<file path="src/rtl/shift_norm_pkg.sv">
// Shared definitions for the iterative shift normalizer: datapath widths,
// normalization modes, FSM states and the mode decoder.
package shift_norm_pkg;

    localparam int WIDTH = 32;
    localparam int AMT_W = 5;

    typedef enum logic [1:0] {
        MODE_LEFT  = 2'b00,
        MODE_RIGHT = 2'b01,
        MODE_SIGN  = 2'b10
    } mode_e;

    typedef enum logic [1:0] {
        ST_IDLE  = 2'b00,
        ST_SHIFT = 2'b01,
        ST_DONE  = 2'b10
    } state_e;

    // Encoding 11 is an alias of LEFT, so it folds into MODE_LEFT at capture.
    function automatic mode_e decode_mode(input logic [1:0] m);
        case (m)
            2'b01:   return MODE_RIGHT;
            2'b10:   return MODE_SIGN;
            default: return MODE_LEFT;
        endcase
    endfunction

endpackage

</file>
<file path="src/rtl/shift_norm_step.sv">
// One normalization step: evaluates the stop condition on the working word
// and produces the shifted word and count for the next cycle.
// Optional feature: SHIFT_NORM_NIBBLE_EN enables 4-position steps when none
// of the next four single steps could stop.
module shift_norm_step
    import shift_norm_pkg::*;
(
    input  logic [WIDTH-1:0] work_i,
    input  mode_e            mode_i,
    input  logic [AMT_W-1:0] cnt_i,
    output logic             stop_o,
    output logic [WIDTH-1:0] work_o,
    output logic [AMT_W-1:0] cnt_o
);

`ifdef SHIFT_NORM_NIBBLE_EN
    logic nib_ok;
`endif

    // Stop detection plus next working word / count.
    always_comb begin
        stop_o = (cnt_i == AMT_W'(WIDTH - 1));
        case (mode_i)
            MODE_RIGHT: stop_o = stop_o | work_i[0];
            MODE_SIGN:  stop_o = stop_o | (work_i[WIDTH-1] ^ work_i[WIDTH-2]);
            default:    stop_o = stop_o | work_i[WIDTH-1];
        endcase

        work_o = (mode_i == MODE_RIGHT) ? (work_i >> 1) : (work_i << 1);
        cnt_o  = cnt_i + AMT_W'(1);

`ifdef SHIFT_NORM_NIBBLE_EN
        // A nibble step is safe only if none of the four bits it skips past
        // would have triggered a stop, and the cap cannot be crossed.
        case (mode_i)
            MODE_RIGHT: nib_ok = (work_i[3:0] == 4'h0);
            MODE_SIGN:  nib_ok = (work_i[WIDTH-1:WIDTH-5] == 5'b00000) ||
                                 (work_i[WIDTH-1:WIDTH-5] == 5'b11111);
            default:    nib_ok = (work_i[WIDTH-1:WIDTH-4] == 4'h0);
        endcase
        if (!stop_o && nib_ok && (cnt_i <= AMT_W'(WIDTH - 5))) begin
            work_o = (mode_i == MODE_RIGHT) ? (work_i >> 4) : (work_i << 4);
            cnt_o  = cnt_i + AMT_W'(4);
        end
`endif
    end

endmodule

</file>
<file path="src/rtl/shift_normalizer.sv">
// Iterative normalizer: recovers the shift amount of a word (leading-zero,
// trailing-zero or redundant-sign count) with valid/ready on both sides,
// one operation in flight. Optional feature macro: SHIFT_NORM_NIBBLE_EN
// (faster stepping inside shift_norm_step; results are unchanged).
module shift_normalizer
    import shift_norm_pkg::*;
(
    input  logic             clk,
    input  logic             rst_n,
    input  logic             in_valid,
    output logic             in_ready,
    input  logic [WIDTH-1:0] in_data,
    input  logic [1:0]       mode,
    output logic             out_valid,
    input  logic             out_ready,
    output logic [WIDTH-1:0] out_data,
    output logic [AMT_W-1:0] out_amt,
    output logic             out_zero
);

    state_e           state_q, state_d;
    mode_e            mode_q, mode_d;
    logic [WIDTH-1:0] work_q, work_d;
    logic [AMT_W-1:0] cnt_q, cnt_d;
    logic             zero_q, zero_d;
    logic             in_ready_q, in_ready_d;
    logic             out_valid_q, out_valid_d;
    logic [WIDTH-1:0] out_data_q, out_data_d;
    logic [AMT_W-1:0] out_amt_q, out_amt_d;
    logic             out_zero_q, out_zero_d;

    logic             step_stop;
    logic [WIDTH-1:0] step_work;
    logic [AMT_W-1:0] step_cnt;
    mode_e            in_mode;

    assign in_mode = decode_mode(mode);

    shift_norm_step u_step (
        .work_i (work_q),
        .mode_i (mode_q),
        .cnt_i  (cnt_q),
        .stop_o (step_stop),
        .work_o (step_work),
        .cnt_o  (step_cnt)
    );

    // Next-state logic for the IDLE -> SHIFT -> DONE handshake sequence.
    always_comb begin
        state_d     = state_q;
        mode_d      = mode_q;
        work_d      = work_q;
        cnt_d       = cnt_q;
        zero_d      = zero_q;
        in_ready_d  = in_ready_q;
        out_valid_d = out_valid_q;
        out_data_d  = out_data_q;
        out_amt_d   = out_amt_q;
        out_zero_d  = out_zero_q;
        case (state_q)
            ST_IDLE: begin
                if (in_valid) begin
                    work_d     = in_data;
                    mode_d     = in_mode;
                    cnt_d      = '0;
                    zero_d     = (in_data == '0) ||
                                 ((in_mode == MODE_SIGN) && (in_data == '1));
                    in_ready_d = 1'b0;
                    state_d    = ST_SHIFT;
                end
            end
            ST_SHIFT: begin
                if (step_stop) begin
                    out_data_d  = work_q;
                    out_amt_d   = cnt_q;
                    out_zero_d  = zero_q;
                    out_valid_d = 1'b1;
                    state_d     = ST_DONE;
                end else begin
                    work_d = step_work;
                    cnt_d  = step_cnt;
                end
            end
            ST_DONE: begin
                if (out_ready) begin
                    out_valid_d = 1'b0;
                    in_ready_d  = 1'b1;
                    state_d     = ST_IDLE;
                end
            end
            default: begin
                out_valid_d = 1'b0;
                in_ready_d  = 1'b1;
                state_d     = ST_IDLE;
            end
        endcase
    end

    // State and registered outputs; reset discards any partial operation.
    always_ff @(posedge clk) begin
        if (!rst_n) begin
            state_q     <= ST_IDLE;
            mode_q      <= MODE_LEFT;
            work_q      <= '0;
            cnt_q       <= '0;
            zero_q      <= 1'b0;
            in_ready_q  <= 1'b1;
            out_valid_q <= 1'b0;
            out_data_q  <= '0;
            out_amt_q   <= '0;
            out_zero_q  <= 1'b0;
        end else begin
            state_q     <= state_d;
            mode_q      <= mode_d;
            work_q      <= work_d;
            cnt_q       <= cnt_d;
            zero_q      <= zero_d;
            in_ready_q  <= in_ready_d;
            out_valid_q <= out_valid_d;
            out_data_q  <= out_data_d;
            out_amt_q   <= out_amt_d;
            out_zero_q  <= out_zero_d;
        end
    end

    assign in_ready  = in_ready_q;
    assign out_valid = out_valid_q;
    assign out_data  = out_data_q;
    assign out_amt   = out_amt_q;
    assign out_zero  = out_zero_q;

endmodule

</file>
<file path="config.mk">
export PLATFORM = sky130hd
export DESIGN_NAME = shift_normalizer
export DESIGN_NICKNAME = d
export VERILOG_FILES = /design/src/rtl/shift_norm_pkg.sv /design/src/rtl/shift_norm_step.sv /design/src/rtl/shift_normalizer.sv
export SDC_FILE = /design/constraint.sdc
export NUM_CORES = 1
export LEC_CHECK = 0
export ABC_AREA = 1
export BUFFER_PORTS_ARGS = -buffer_cell sky130_fd_sc_hd__buf_2
export CAP_MARGIN = 20
export CORE_ASPECT_RATIO = 1.25
export CORE_MARGIN = 1
export CORE_UTILIZATION = 50
export CTS_CLUSTER_SIZE = 8
export DETAILED_ROUTE_END_ITERATION = 7
export GPL_TIMING_DRIVEN = 1
export PLACE_DENSITY = 0.76
export SLEW_MARGIN = 0
export SYNTH_ARGS = -nofsm -noshare
export SYNTH_HDL_FRONTEND = slang
export SYNTH_HIERARCHICAL = 1
export SYNTH_SLANG_ARGS = --single-unit
</file>
<file path="constraint.sdc">
create_clock -name clk -period 1.67 [get_ports clk]
set_input_delay 0.334 -clock clk [delete_from_list [all_inputs] [get_ports clk]]
set_output_delay 0.334 -clock clk [all_outputs]
set_load 0.05 [all_outputs]
</file>
==> impl_metrics.py <==
metrics = {
    "placement": {
        "port_buffers": 77,
        "hpwl_mm": 6.60,
        "placedCellCount": 713,
        "gp_congestion": 0.874,
        "placed_area_um2": 4350,
        "post-place-ws_ns": -0.128,
    },
    "clock_tree": {
        "root_buffer": "clkbuf_8",
        "cts.sinks": 82,
        "cts_max_level": 3,
        "cts.clk_slew.worst_paths_ns": 0.08,
        "cts_buffers": 9,
        "clock_latency_ns": 0.37,
        "clock_path_buffers": 2,
        "cts_tree": "built",
    },
    "global_route": {
        "grt_pass1_wl_mm": 18.6,
        "grt_usage_pct": 29.7,
        "antenna_found_initial": 0,
        "grt_pass1_vias": 3944,
        "grt_start_max_net_pins": 48,
        "overflow": 0,
    },
    "layout": {
        "drive_above_1_share_pct": 32.6,
        "finalNonFillerCells": 752,
        "area_delta_synth_final_pct": 36.5,
        "diodes": 0,
        "mostFrequentLayoutCells": "nand2_1 (137), dfxtp_1 (78), buf_2 (77)",
        "final_common_cell": "nand2_1",
        "finalNetCount": 698,
        "fin_area_um2": 5380,
    },
    "outcome": {
        "status": "finished, violations left",
        "violations": "setup timing",
    },
    "floorplanning": {
        "ios": 78,
        "rows": 35,
        "dieHeight_um": 101,
        "dieWidth_um": 81.4,
        "core-area_um2": 7490,
        "dieArea_um2": 8250,
        "initial_utilization_pct": 52.7,
    },
    "sta": {
        "finalWorstSetupSlack_ns": -0.238,
        "max_freq_ghz": 0.524,
        "post-route-period-util_pct": 114,
        "maxSlewViolCount": 0,
        "fin_skew_ns": 0.0115,
        "worstMarginPinSlew_ns": 0.625,
        "setup_viol": 72,
        "relSlewSlack_pct": 58.1,
        "period_needed_ns": 1.91,
        "timing.hold.ws_ns": 0.235,
        "fin_setup_tns_ns": -5.91,
        "grt_setup_unrepaired": "true",
        "hold_violations": 0,
    },
    "critical_path": {
        "critPathTopFamily": "compound AO/OA/AOI/OAI gates",
        "crit_path_max_incr_delay_ns": 0.34,
        "critPathLaunch": "cnt_q[0]",
        "r2r-end": "work_q[12]",
        "cp_max_fo": 6,
        "crit_chain": "ha_4 -> nand2_2 -> nor2_2 -> ha_2 -> inv_2 -> nand3_4 -> o21ai_4 -> buf_6 -> buf_12 -> buf_12 -> o21ai_1 -> a31oi_1",
        "cp-end-kind": "register",
        "critPathLaunchType": "register",
        "arrival_ns": 2.17,
        "cp.buffers_inverters": 4,
        "r2r_slack_ns": -0.24,
        "cp_slowest_cell": "dfxtp_2",
        "crit_type": "register to register",
        "r2r-start": "cnt_q[0]",
        "rr_worst_depth": 12,
        "required_ns": 1.94,
        "crit_top_cell": "buf_12",
    },
    "power": {
        "power_density_nw_per_um2": 1010,
        "p_leak_nw": 2.19,
        "ir_drop_uv": 673,
    },
    "routing": {
        "vias": 4385,
        "wirelength_mm": 12.6,
        "drtAntennaViolNets": 0,
        "first_pass_iters": 5,
        "post_drt_wl_per_cell_um": 16.7,
        "via_per_inst": 5.83,
        "route.detailed.drc": 0,
        "dr.first_iter.drc_count": 482,
    },
    "logic_synthesis": {
        "synth.distinct_cells": 23,
        "synth-seq-cells": 82,
        "ys_seq_area_share_pct": 41.6,
        "yosysWarnings": 6,
        "synth_top_flop_cell": "dfxtp_1",
        "syn_area_um2": 3940,
        "synth.net_count": 611,
        "synth_edf_count": 0,
        "syn_inst": 569,
        "synth.avg_cell_area_um2": 6.93,
        "async_flop_share_pct": 0,
    },
    "hold_path": {
        "hp-class": "input pin to register",
        "hold_end": "mode_q[0]",
        "worstHoldStart": "mode[0]",
        "hold_depth": 3,
    },
    "job": {
        "drv_cap": 0,
    },
}
## worst register-to-register path: stages, from the launching register on
cell and delay (ns):
dfxtp_2 0.34, ha_4 0.16, nand2_2 0.06, nor2_2 0.05, ha_2 0.18, inv_2 0.07, nand3_4 0.08, o21ai_4 0.16
buf_6 0.13, buf_12 0.13, buf_12 0.13, o21ai_1 0.07, a31oi_1 0.26
## synthesized netlist by cell type, types with 2 or more instances
cell type / n / area, µm²
dfxtp_1: 82 / 1640
inv_1: 28 / 105
clkbuf_1: 14 / 52.6
buf_4: 9 / 67.6
o21ai_0: 20 / 100
ha_1: 4 / 50.1
nand3_1: 45 / 225
inv_2: 3 / 11.3
nand2_1: 153 / 574
buf_6: 8 / 90.1
nand4_1: 2 / 12.5
a31oi_1: 32 / 200
a21oi_1: 64 / 320
xor2_1: 2 / 17.5
buf_2: 10 / 50.1
o21ai_1: 33 / 165
nor2_1: 54 / 203
## routing by layer
layer  part of all wire, %  track usage, %
met5                     0               0
met4                   3.3            13.0
met3                   8.1            7.21
met2                    49            49.2
met1                    40            36.1
## sequential cells by signal, indices dropped and copies added, names as in the netlist
signal and flops:
out_data 32, in_ready 1, zero_q 1, out_amt 5, out_valid 1, state_q 2
mode_q 2, cnt_q 5, out_zero 1, work_q 32
## worst max-delay path by stage
stage                     depth (start not counted)    endpoint  slack (ns)
final                                            12  work_q[12]       -0.24
after CTS                                        12   work_q[0]       -0.11
after global routing                             12  work_q[12]       -0.21
after floorplan                                  11    cnt_q[3]        0.02
after global placement                           10  work_q[26]       -0.02
after detailed placement                         10  work_q[30]       -0.13
## cell families after synthesis
group	share of synthesized area, %
muxes	0.381
AOI/OAI and AO/OA	20.3
DFF	41.6
xor gates and xnor gates	0.444
adders and majority gates	1.27
buffers and inverters	9.64
and+or+nand+nor	26.3
## what timing repair did
action | 4_1_cts | 5_1_grt
hold buffers | 0 | 0
cloned | 8 | 6
setup buffers | 11 | 3
setup endpoints to repair | 75 | 78
gates resized for setup | 52 | 62
pin swaps | 9 | 14
## power by group
group | total (W) | switching [W] | internal, W
combinational | 0.00157 | 0.000891 | 0.000681
clock | 0.00155 | 0.000730 | 0.000825
sequential | 0.00230 | 0.000177 | 0.00212
## through the flow
step	total power, W	utilization (%)
6_report	0.00542	71.9
5_1_grt	0.00563	71.9
4_1_cts	0.00519	67.1
3_5_place_dp	0.00328	58.1
3_3_place_gp	0.00325	58.1
2_1_floorplan	0.00303	-
## layout make-up
| type | instances | area (µm²) |
|---|---|---|
| clock inverter | 6 | 82.6 |
| multi-input combinational | 414 | 2230 |
| clock buffer | 9 | 124 |
| tap | 92 | 115 |
| fill | 541 | 2110 |
| inverter | 32 | 128 |
| sequential | 82 | 1650 |
| timing repair buffer | 117 | 1050 |
(Power assumes the default switching activity.)
